## config.mk

```make
export PLATFORM = sky130hd
export DESIGN_NAME = rs_dec_inv_arb
export DESIGN_NICKNAME = d
export VERILOG_FILES = /design/src/rtl/rs_dec_inv_arb.sv
export SDC_FILE = /design/constraint.sdc
export NUM_CORES = 1
export LEC_CHECK = 0
export ABC_CLOCK_PERIOD_IN_PS = 1600
export CAP_MARGIN = 20
export CORE_ASPECT_RATIO = 1.5
export CORE_MARGIN = 4
export CORE_UTILIZATION = 42
export DETAILED_ROUTE_END_ITERATION = 8
export MAX_ROUTING_LAYER = met4
export PLACE_DENSITY = 0.72
export SLEW_MARGIN = 20
export SYNTH_ARGS = -nofsm -noshare
export SYNTH_HDL_FRONTEND = slang
export SYNTH_SLANG_ARGS = --single-unit
```

## constraint.sdc

```tcl
create_clock -name i_clk -period 1.6 [get_ports i_clk]
set_input_delay 0.24 -clock i_clk [delete_from_list [all_inputs] [get_ports i_clk]]
set_output_delay 0.24 -clock i_clk [all_outputs]
set_load 0.05 [all_outputs]
```

## src/rtl/rs_dec_inv_arb.sv

```systemverilog
// rs_dec_inv_arb: round-robin arbiter/sequencer sharing one multi-cycle
// GF(256) inverter between N_REQ requesters (C1/C2 Euclid engines).
// Flow: IDLE -> START (inverter start pulse) -> WAIT (done or timeout)
// -> RESP (one-cycle ack to the granted requester) -> IDLE.
// Optional feature macro: RS_INV_ARB_ZERO_BYPASS_EN -- when defined, a zero
// operand skips the inverter and is answered directly with o_zero=1.
module rs_dec_inv_arb #(
  parameter int N_REQ       = 2,
  parameter int TIMEOUT_CYC = 15
) (
  input  logic               i_clk,
  input  logic               i_resb,
  input  logic [N_REQ-1:0]   i_req,
  input  logic [8*N_REQ-1:0] i_x,
  output logic [N_REQ-1:0]   o_ack,
  output logic [7:0]         o_y,
  output logic               o_err,
  output logic               o_zero,
  output logic               o_inv_start,
  output logic [7:0]         o_inv_x,
  input  logic [7:0]         i_inv_y,
  input  logic               i_inv_done,
  output logic               o_busy
);

  localparam int GW = (N_REQ > 2) ? 2 : 1;
  localparam logic [GW:0]      NR_W   = (GW+1)'(N_REQ);
  localparam logic [GW-1:0]    PTR_RST = GW'(N_REQ - 1);
  localparam logic [N_REQ-1:0] ONE_HOT0 = N_REQ'(1);
  localparam logic [7:0]       TMO_W  = 8'(TIMEOUT_CYC);

  typedef enum logic [1:0] {IDLE, START, WAIT, RESP} state_t;

  state_t        state, state_nxt;
  logic [GW-1:0] r_gnt;
  logic [GW-1:0] r_ptr;
  logic [GW-1:0] gnt_sel;
  logic          gnt_any;
  logic [GW:0]   rr_sum;
  logic [GW-1:0] rr_idx;
  logic [7:0]    x_sel;
  logic [7:0]    cnt;
  logic          r_err;
  logic          r_zero;
  logic          tmo_hit;
  logic          zero_hit;
  logic          ack_hit;

  // Round-robin search: first requester at or after r_ptr+1 (wrapping).
  always_comb begin
    gnt_any = 1'b0;
    gnt_sel = '0;
    rr_sum  = '0;
    rr_idx  = '0;
    for (int i = 1; i <= N_REQ; i++) begin
      rr_sum = {1'b0, r_ptr} + (GW+1)'(i);
      if (rr_sum >= NR_W) rr_sum = rr_sum - NR_W;
      rr_idx = rr_sum[GW-1:0];
      if (!gnt_any && i_req[rr_idx]) begin
        gnt_any = 1'b1;
        gnt_sel = rr_idx;
      end
    end
  end

  // Operand mux for the requester being granted this cycle.
  always_comb begin
    x_sel = 8'h00;
    for (int j = 0; j < N_REQ; j++) begin
      if (gnt_sel == GW'(j)) x_sel = i_x[8*j +: 8];
    end
  end

`ifdef RS_INV_ARB_ZERO_BYPASS_EN
  assign zero_hit = (x_sel == 8'h00);
`else
  assign zero_hit = 1'b0;
`endif

  assign tmo_hit = (cnt == TMO_W);

  // Next-state logic; done is only honoured in WAIT so stale pulses are harmless.
  always_comb begin
    state_nxt = state;
    case (state)
      IDLE:    if (gnt_any) state_nxt = zero_hit ? RESP : START;
      START:   state_nxt = WAIT;
      WAIT:    if (i_inv_done || tmo_hit) state_nxt = RESP;
      RESP:    state_nxt = IDLE;
      default: state_nxt = IDLE;
    endcase
  end

  // State register.
  always_ff @(posedge i_clk or negedge i_resb) begin
    if (!i_resb) state <= IDLE;
    else         state <= state_nxt;
  end

  // Grant, operand, timeout counter, result and status flags.
  always_ff @(posedge i_clk or negedge i_resb) begin
    if (!i_resb) begin
      r_gnt   <= '0;
      r_ptr   <= PTR_RST;
      o_inv_x <= 8'h00;
      o_y     <= 8'h00;
      cnt     <= 8'h00;
      r_err   <= 1'b0;
      r_zero  <= 1'b0;
    end else begin
      case (state)
        IDLE: begin
          if (gnt_any) begin
            r_gnt   <= gnt_sel;
            o_inv_x <= x_sel;
            r_err   <= 1'b0;
            r_zero  <= zero_hit;
            if (zero_hit) o_y <= 8'h00;
          end
        end
        START: cnt <= 8'h00;
        WAIT: begin
          if (i_inv_done) begin
            o_y <= i_inv_y;
          end else if (tmo_hit) begin
            o_y   <= 8'h00;
            r_err <= 1'b1;
          end else begin
            cnt <= cnt + 8'd1;
          end
        end
        RESP: r_ptr <= r_gnt;
        default: ;
      endcase
    end
  end

  // A requester that dropped its request before RESP gets no ack.
  assign ack_hit     = (state == RESP) && i_req[r_gnt];
  assign o_ack       = ack_hit ? (ONE_HOT0 << r_gnt) : '0;
  assign o_err       = ack_hit & r_err;
  assign o_zero      = ack_hit & r_zero;
  assign o_inv_start = (state == START);
  assign o_busy      = (state != IDLE);

endmodule

```

* After elaboration in Yosys (flattened, before gate mapping)
Index checks and enable logic that the tools add are counted.
W data, S select, Z words.
** Word-level totals
- Output and inout bits :: 22
- Register bits after elaboration :: 29
- Bits of input ports :: 29
** Cells by class
- Muxes and demuxes :: 26
- Bitwise logic cells :: 1
- Magnitude comparators :: 5
- Add/subtract/negate cells :: 5
- Reductions and logical operators :: 14
- Shift-type cells :: 1
- Equal/unequal tests :: 9
** Operators by type and width (count)
- $mux W8 :: 5
- $pmux W8 S2 :: 1
- $mux W1 :: 15
- $ne A2 B2 Y1 const B :: 5
- $add A8 B1 Y8 const B :: 1
- $eq A8 B4 Y1 const B :: 1
- $pmux W2 S4 :: 1
- $reduce_bool A2 Y1 :: 4
- $lt A1 B2 Y1 const B :: 3
- $mux W2 :: 3
- $reduce_and A2 Y1 :: 3
- $eq A2 B2 Y1 const B :: 2
- $ge A2 B2 Y1 const B :: 2
- $reduce_and A4 Y1 :: 1
- $reduce_and A3 Y1 :: 1
- $add A1 B1 Y2 const B :: 1
- $add A1 B2 Y2 const B :: 1
- $eq A2 B1 Y1 const B :: 1
- $logic_and A1 B1 Y1 :: 2
- $logic_not A2 Y1 :: 1
- $pmux W1 S2 :: 1
- $shl A1 B1 Y2 const A :: 1
- $sub A1 B1 Y1 const B :: 2
- $and A1 B1 Y1 :: 1
- other kinds (2) :: 2

* Logic depth before layout (Yosys ltp)
- Word-level depth :: 11
- Depth in mapped cells :: 6

* Worst setup path after synthesis
No wires, ideal clock.
- Path type :: register to register
- Start :: reg state[0]
- End :: reg o_y[6]
- Cell stages (with the launch flop) :: 7
- Arrival time :: 1.533 ns
- Path slack :: -0.053 ns
- Clock period less this slack :: 1.653 ns
- Path buffers :: 2
- Cell sequence :: dfrtp_1 inv_1 ha_1 clkbuf_1 clkbuf_1 o21ai_0 a31o_2
** Between the ends
- Cells in the longest elaborated chain, start to end :: 2
** RTL lines
- from (decl) :: RTL line 34 : state_t state, state_nxt;
- from (signal assigned) :: RTL line 97 : else state <= state_nxt;
- $eq A2 B2 Y1 :: RTL line 111 : case (state)
- $reduce_and A2 Y1 (no line)
- to (signal assigned) :: RTL line 124 : o_y <= i_inv_y;
- to (decl) :: RTL line 16 : output logic [7:0] o_y,
Every way passes these cells.
A chain may end at the register's enable or synchronous reset.

* Final worst setup path
- Start :: reg state[0]
- End :: out o_ack[0]
** Between the ends
- Cells in the longest elaborated chain, start to end :: 3
** RTL lines
- $eq A2 B2 Y1 :: RTL line 139 : assign ack_hit = (state == RESP) && i_req[r_gnt];
- $logic_and A1 B1 Y1 :: RTL line 139
- $mux W2 :: RTL line 140 : assign o_ack = ack_hit ? (ONE_HOT0 << r_gnt) : '0;
- to (decl) :: RTL line 15 : output logic [N_REQ-1:0] o_ack,
Every way passes these cells.

==> impl_results.md <==
* Placement Rows at 27
* Syn Inst Count at 174
* Max cap viols at 0
* Final HPWL DP at 3390 um
* Worst R2R Path Depth at 3
* CP Launch Type: flop
* Die X at 59.4 um
* Largest net degree at the start of global routing at 30
* RSZ-0062 raised after global routing: yes
* Ranking of synthesized cells by area: dfrtp_1 42%, mux2i_1 5.4%, o21ai_0 5.4%
* Avg Inst Size Synth at 9.56 um^2
* Seq cells post-synth at 29
* Die height at 85.1 um
* Worst min path class: in -> async
* WS Path Type: reg -> out
* Filler-free cell count of the finished design at 285
* Seq/Total Area, Yosys at 43.7%
* Final setup viols at 0
* Reg2reg setup slack at 0.06 ns
* Outcome: complete, no violations
* Critical Path End: o_ack[0]
* CTS Hold Bufs at 0
* GRT Util Overall at 18.1%
* Drt total wl at 4330 um
* Critical Path RT at 1.36 ns
* Grt total ovfl at 0
* Fmax at 0.636 GHz
* Area grow syn2layout at 51.1%
* Crit. Startpoint: state[0]
* Worst-path cell chain: buf_6 > ha_4 > and3b_2 > buf_12
* RR Startpoint: cnt[6]
* Yosys warns at 0
* DRC violation count after routing at 0
* Tmin final at 1.57 ns
* Crit path buf inv count at 2
* DRT antenna net count at 0
* FFs w/ async S/R, synth at 100%
* CTS tree: yes
* WHS at 0.354 ns
* Clk sinks at 29
* Final Wtd Congestion at 0.798
* Critical path's largest stage delay at 0.40 ns
* CP delay by family, top: flip-flops
* CTS root buffer: clkbuf_8
* Clock latency at the later pin of the worst-skew pair at 0.28 ns
* Synth Net Count at 208
* Peak VDD IR at 1550 uV
* Inst Count DP at 276
* Ys flop type: dfrtp_1
* Yosys top cell area share at 42.1%
* Critical path peak fanout at 4
* Critical Path End Type: output pin
* PortBufs at 49
* Slowest stage cell on the critical path: dfrtp_1
* Detailed Routing Iterations Pass 1 at 4
* Cell count along the critical path at 4
* Number of enable flip-flop cells after synthesis at 0
* Pleak at 1.14 nW
* Netlist cell types at 43
* Nets at 275
* Largest area contributor in the netlist: dfrtp_1
* Die ar. at 5050 um^2
* Cts bufs inserted at 5
* Tcrit/Tclk final at 98.3%
* Top-level I/O count at 51
* Global-route wire length before repair at 7040 um
* Clk buf depth at 2
* Core region area at 3750 um^2
* Fin. max-slew vios at 0
* Initial antenna violation count at 0
* Critical Path AT at 1.33 ns
* Clock transition at path regs at 0.07 ns
* Antenna cell count at 0
* Final Hold Viols at 0
* Wire per inst at 15.2 um
* Vias/cell at 5.54
* Number of global-route vias before repair at 1605
* Initial DRC count at 22
* Post-Route Utilization at 67.0%
* Critical R2R Capture: cnt[3]
* Cell Area, Synth at 1660 um^2
* Overall power at 4.70 mW
* CTS HTree Levels at 2
* Pwr/cell area at 1870 nW/um^2
* Via count at 1580
* Starting Density at 44.3%
* Layout cells sized above 1 at 31.0%
* Clock skew at 0.00885 ns
## metal layers
layer	GRT usage (%)	wire length (um)	part of all wire (%)	up-vias
met5	-	0	0	-
met4	5.15	68	1.6	0
met3	4.41	326	7.5	8
met2	33.3	2380	55	63
met1	18.2	1560	36	743
li1	-	-	-	766
## metrics by stage
step                cell area (um^2)  TNS (ns)  setup WS (ns)
global placement                2340    -0.132        -0.0921
finish                          2510         0         0.0273
CTS                             2490         0        0.00822
global route                    2510  -0.00659       -0.00659
floorplan                       1670         0        0.00772
detailed placement              2340    -0.593         -0.147
## synthesized netlist by cell type (3+ instances only)
master,instances
clkbuf_1,8
o211ai_1,4
dfrtp_1,28
nand3_1,12
inv_1,15
nor2_1,3
a31o_2,9
nand2_1,17
o21ai_0,18
mux2i_1,9
or4_1,3
ha_1,5
a21oi_1,3
## sequential cells by signal, indices dropped and copies added (netlist names)
| signal | cells |
|---|---|
| o_inv_x | 8 |
| r_err | 1 |
| o_y | 8 |
| state | 2 |
| r_gnt | 1 |
| cnt | 8 |
| r_ptr | 1 |
## placed cells by master (no fill, tap or decap), drive strengths merged, types with 3 or more instances in the layout
master         synthesis  layout
clkdlybuf4s50          0      28
clkbuf                 8       6
o21ai                 19      19
a21oi                  3       3
o211ai                 4       4
inv                   15      15
nand2                 17      17
mux2i                  9       9
nor2                   3       3
buf                    3      43
or4                    4       4
a31o                   9       9
ha                     5       5
dfrtp                 28      28
nand3                 12      12
## logic make-up after synthesis
family	Yosys count	synth area share, %
AND/OR/NAND/NOR	53	18.6
AO/OA/AOI/OAI	49	20.7
flip-flops	29	43.7
buffers and inverters	26	6.25
multiplexers	11	6.77
adder cells (fa/ha/maj)	5	3.76
other	1	0.226
## report_power, final
group / internal, mW / switching (mW) / total [mW]
combinational: 1.15 / 1.61 / 2.76
sequential: 0.997 / 0.168 / 1.16
clock: 0.506 / 0.275 / 0.780
total: 2.65 / 2.05 / 4.70
## layout make-up
class,instances,area (um^2)
fill,296,1240
multi-input combinational,119,868
sequential,29,728
timing repair buffer,71,686
clock buffer,6,82.6
inverter,15,56.3
tap,43,53.8
clock inverter,2,37.5
## what timing repair did
item,in CTS,in global routing
buffers inserted,0,1
pin swaps,1,1
endpoints found under the setup margin,4,6
resized for setup,7,3
## worst min-delay path by stage
stage                          start  cells past startpoint  slack (ns)          to
final                         i_resb                      2        0.35      cnt[4]
after global routing          i_resb                      2        0.38      cnt[4]
after CTS                     i_resb                      2        0.36      cnt[1]
after detailed placement  o_inv_x[1]                      2        0.47  o_inv_x[1]
after global placement    o_inv_x[1]                      2        0.47  o_inv_x[1]
after floorplan               i_resb                      0       -0.06      cnt[0]
(Power assumes the default switching activity.)
